## config.mk

```make
export PLATFORM = sky130hd
export DESIGN_NAME = t_chain_counter
export DESIGN_NICKNAME = d
export VERILOG_FILES = /design/src/rtl/t_chain_pkg.sv /design/src/rtl/t_chain_counter_t_cell.sv /design/src/rtl/t_chain_counter.sv
export SDC_FILE = /design/constraint.sdc
export NUM_CORES = 1
export LEC_CHECK = 0
export CAP_MARGIN = 20
export CORE_MARGIN = 2
export CORE_UTILIZATION = 35
export DETAILED_ROUTE_END_ITERATION = 10
export HOLD_SLACK_MARGIN = 0.02
export PLACE_DENSITY = 0.67
export SLEW_MARGIN = 20
export SYNTH_ARGS = -nofsm -noshare
export SYNTH_HDL_FRONTEND = slang
export SYNTH_SLANG_ARGS = --single-unit
```

## constraint.sdc

```tcl
create_clock -name clk -period 2.6 [get_ports clk]
set_input_delay 0.39 -clock clk [delete_from_list [all_inputs] [get_ports clk]]
set_output_delay 0.39 -clock clk [all_outputs]
set_load 0.01 [all_outputs]
```

## src/rtl/t_chain_pkg.sv

```systemverilog
// Shared types and helpers for the T-cell chain counter.
package t_chain_pkg;

   // Count direction as carried on up_dn
   typedef enum logic {
      DIR_DOWN = 1'b0,
      DIR_UP   = 1'b1
   } dir_e;

   localparam int unsigned MIN_WIDTH   = 1;
   localparam int unsigned MAX_WIDTH   = 16;
   localparam int unsigned MIN_MODULUS = 2;

   // Saturate a requested load value into the legal count range 0..modulus-1
   function automatic int unsigned clamp_load(input int unsigned value,
                                              input int unsigned modulus);
      return (value >= modulus) ? (modulus - 1) : value;
   endfunction

endpackage

```

## src/rtl/t_chain_counter_t_cell.sv

```systemverilog
// Single-bit T flip-flop: toggles on t, holds otherwise, async active-low clear.
module t_cell (
   input  logic clk,
   input  logic rst,
   input  logic t,
   output logic q
);

   // Toggle register; reset forces the bit low without a clock
   always_ff @(posedge clk or negedge rst) begin
      if (!rst) begin
         q <= 1'b0;
      end else if (t) begin
         q <= ~q;
      end
   end

endmodule

```

## src/rtl/t_chain_counter.sv

```systemverilog
// Modulo up/down counter built from a chain of T cells.
// Next value is chosen (load > up > down > hold), turned into a toggle mask
// q ^ next, and every cell flips on the same edge, so q never ripples.
// tc is the combinational carry/borrow used to cascade further stages.
// Optional build macro T_CHAIN_OVF_STICKY_EN adds clr_ovf/ovf, a sticky
// record that a wrap has happened since the last clear.
module t_chain_counter
   import t_chain_pkg::*;
#(
   parameter int WIDTH   = 4,
   parameter int MODULUS = 10
) (
   input  logic             clk,
   input  logic             rst,
   input  logic             en,
   input  logic             up_dn,
   input  logic             load,
   input  logic [WIDTH-1:0] load_val,
`ifdef T_CHAIN_OVF_STICKY_EN
   input  logic             clr_ovf,
   output logic             ovf,
`endif
   output logic [WIDTH-1:0] q,
   output logic             tc
);

   // Reject illegal configurations while elaborating
   if (WIDTH < int'(MIN_WIDTH) || WIDTH > int'(MAX_WIDTH)) begin : g_bad_width
      $fatal(1, "t_chain_counter: WIDTH=%0d outside 1..16", WIDTH);
   end
   if (MODULUS < int'(MIN_MODULUS) || MODULUS > (1 << WIDTH)) begin : g_bad_modulus
      $fatal(1, "t_chain_counter: MODULUS=%0d outside 2..2**WIDTH", MODULUS);
   end

   // Highest count; for a full binary range this is all ones
   localparam logic [WIDTH-1:0] MAX_VAL = WIDTH'(MODULUS - 1);

   dir_e             dir;
   logic             at_top;
   logic             at_bottom;
   logic [WIDTH-1:0] load_clamped;
   logic [WIDTH-1:0] nxt;
   logic [WIDTH-1:0] tmask;

   assign dir       = dir_e'(up_dn);
   // >= also covers a forced out-of-range q, which wraps straight to 0 going up
   assign at_top    = (q >= MAX_VAL);
   assign at_bottom = (q == '0);

   assign load_clamped = WIDTH'(clamp_load(32'(load_val), 32'(MODULUS)));

   // Next-value selection: load beats counting, counting beats hold
   always_comb begin
      nxt = q;
      if (load) begin
         nxt = load_clamped;
      end else if (en && (dir == DIR_UP)) begin
         nxt = at_top ? '0 : (q + WIDTH'(1));
      end else if (en && (dir == DIR_DOWN)) begin
         nxt = at_bottom ? MAX_VAL : (q - WIDTH'(1));
      end
   end

   // Each cell only needs to know whether its bit differs from the target
   assign tmask = q ^ nxt;

   for (genvar i = 0; i < WIDTH; i++) begin : g_cell
      t_cell u_cell (
         .clk (clk),
         .rst (rst),
         .t   (tmask[i]),
         .q   (q[i])
      );
   end

   // Carry/borrow for the edge that wraps; forced low while held in reset
   assign tc = rst && en && !load &&
               (((dir == DIR_UP) && (q == MAX_VAL)) ||
                ((dir == DIR_DOWN) && at_bottom));

`ifdef T_CHAIN_OVF_STICKY_EN
   // Sticky wrap flag; a wrap on the same edge as a clear keeps it set
   always_ff @(posedge clk or negedge rst) begin
      if (!rst) begin
         ovf <= 1'b0;
      end else if (tc) begin
         ovf <= 1'b1;
      end else if (clr_ovf) begin
         ovf <= 1'b0;
      end
   end
`endif

endmodule

```

==> impl_metrics.ini <==
[status]
status = finished clean

[finish]
syn_to_final_growth_pct = 34.8
diodes = 0
reg.largest.list = g_cell.u_cell.q (4)
post-route-util_pct = 48.9
largest-register = g_cell.u_cell.q
drive_gt1_share_pct = 12.7
nets = 86
largest_reg_flops = 4
fin_cells = 86

[pwr]
irDropWorstVdd_v = 0.000249
power_frac_clock_pct = 27.2
internal_power_uw = 183
p_total_uw = 271
p_leak_uw = 0.000285
comb_power_share_pct = 41.6
pwr_density_cell_nw_per_um2 = 437
power_switching_uw = 88.1
p_seq_share_pct = 31.2
p_sw_share_pct = 32.5

[sta]
fmaxAchievable_mhz = 475
final.setup.tns_ps = 0
relSlewSlack_pct = 79.5
skew_ps = 0.866
setup_slack_ps = 495
post-route-min-period_ps = 2110
slew_viol_final = 0
period_share_pct = 81.0
worstMarginPinSlew_ps = 307
setup_viol = 0
rsz0062_at_grt = no
hold_viol = 0

[synthesis]
ys_warn_count = 0
synth-seq-area-share_pct = 21.7
ys_seq_elements = 4
ys.flop_type = dfrtp_1
syn-cell-area_um2 = 460
synth_cells = 57
synth.net_count = 70
avgSynthCellArea_um2 = 8.08
synth_edf_count = 0
synth.distinct_cells = 31
ys_async_sr_fraction_pct = 100

[setup_path]
crit_arrival_ps = 1720
path_cells = inv_1 > ha_1 > nor3b_1 > a31oi_1 > nor4b_1 > dlymetal6s2s_1
critPathKind = flip-flop to primary output
crit_slowest_cell = dfrtp_1
critPathMaxStageDelay_ps = 450
crit_path_end_kind = primary output
critPathLaunchType = flip-flop
cp_max_fo = 7
required_ps = 2210

[placement]
dp_cells = 83
gp_congestion = 0.893
dp_hpwl_um = 808
numPortBuffers = 13
dp_slack_ps = 179

[cts]
cts.reportedPaths.clkPinSlew_ps = 40
clk_path_buf_depth = 2
cts-root-buf = clkbuf_4
cts_buffers = 3
clock_sinks = 4
cts_max_level = 1
clk_latency_ps = 230
cts_tree = yes
holdBufCountCts = 0

[detailed_routing]
viasPerCell = 5.48
ant_nets = 0
drt_iter0_drc = 14
drc = 0
drt-total-wl_um = 1020
drt_first_pass_iters = 4
vias = 471
post_drt_wl_per_cell_um = 11.8

[floorplanning]
die_x_um = 40.3
core_um2 = 1270
ios = 14
die_area_um2 = 1620
rows = 13
die_y_um = 40.3
start_util_pct = 36.3

[global_route]
grt_max_degree = 12
grt_overflow = 0
antenna_found_initial = 0
grt_util_all_layers_pct = 15.8
first_global_vias = 394
grt_pass1_wl_um = 1690

[job]
max_cap_violations = 0

[worst_hold_path]
hold_path_class = input port to async pin
final timing paths:
kind | to | slack, ps | start | depth (start not counted)
max in group asynchronous | g_cell[1].u_cell.q$_DFFE_PN0P_ | 2040 | rst | 1
min reg2reg | g_cell[1].u_cell.q$_DFFE_PN0P_ | 740 | g_cell[1].u_cell.q$_DFFE_PN0P_ | 2
max | tc | 490 | g_cell[1].u_cell.q$_DFFE_PN0P_ | 6
min | g_cell[2].u_cell.q$_DFFE_PN0P_ | 380 | rst | 1
max reg2reg | g_cell[0].u_cell.q$_DFFE_PN0P_ | 790 | g_cell[1].u_cell.q$_DFFE_PN0P_ | 7
min in group clk | g_cell[0].u_cell.q$_DFFE_PN0P_ | 720 | load_val[0] | 3
cell usage after synthesis, drive strengths merged, types with 2 or more instances:
library cell	number	area share (%)
a21oi	3	3.3
a31oi	3	4.1
buf	6	10
dfrtp	4	22
ha	4	11
inv	5	4.1
nand2	6	4.9
nor2	3	2.4
o21bai	2	3.3
o41ai	2	3.8
layout by cell type (no fill, tap or decap), types with 2 or more instances in the layout:
cell and instances:
clkdlybuf4s50_1 12, nand2_1 6, inv_1 5, buf_4 5
ha_1 4, dfrtp_1 4, a31oi_1 3, a21oi_1 3
nor2_1 3, clkbuf_4 3, o21bai_1 2, o41ai_1 2
layout make-up:
cell class	instances	area (um^2)
inverter	5	18.8
multi-input combinational	41	290
timing repair buffer	18	170
fill	143	648
sequential	4	100
clock buffer	3	22.5
tap	15	18.8
worst max-delay path: cells and delay by family (launching register included):
| kind | cells | cell delay, ps |
|---|---|---|
| simple gates | 2 | 460 |
| flops | 1 | 450 |
| compound gates | 1 | 70 |
| fa+ha+maj | 1 | 170 |
| buf+inv | 2 | 330 |
stage by stage:
stage	cell area, um^2	hold slack, ps
after CTS	618	377
after global placement	596	622
after global routing	621	379
final	621	377
after detailed placement	596	623
after floorplan	460	94.4
metal layers:
layer	track usage, %	wire length [um]	vias to the layer above
li1	-	-	234
met1	20.7	469	216
met2	25.8	475	21
met3	6.67	73	0
met4	0	0	0
met5	0	0	-
what timing repair did:
item	CTS	global route
resized for setup	0	1
endpoints found under the setup margin	0	1
buffers inserted	0	0
power by group through the flow:
| stage | Clock (uW) | Combinational (uW) | Sequential (uW) |
|---|---|---|---|
| after detailed placement | 0 | 112 | 85.3 |
| final | 73.6 | 113 | 84.5 |
| after floorplan | 0 | 77.9 | 80.8 |
| after global placement | 0 | 112 | 85.7 |
| after global routing | 83.8 | 125 | 85.8 |
| after CTS | 78.2 | 113 | 84.5 |
logic make-up after synthesis:
kind of cell             share of synthesized area (%)
AO/OA/AOI/OAI                                     29.6
XOR/XNOR                                          1.90
adder cells (fa/ha/maj)                           10.9
buffers and inverters                             15.2
flip-flops                                        21.7
AND/OR/NAND/NOR                                   20.7
No activity file was read; power rests on OpenSTA's default activity.
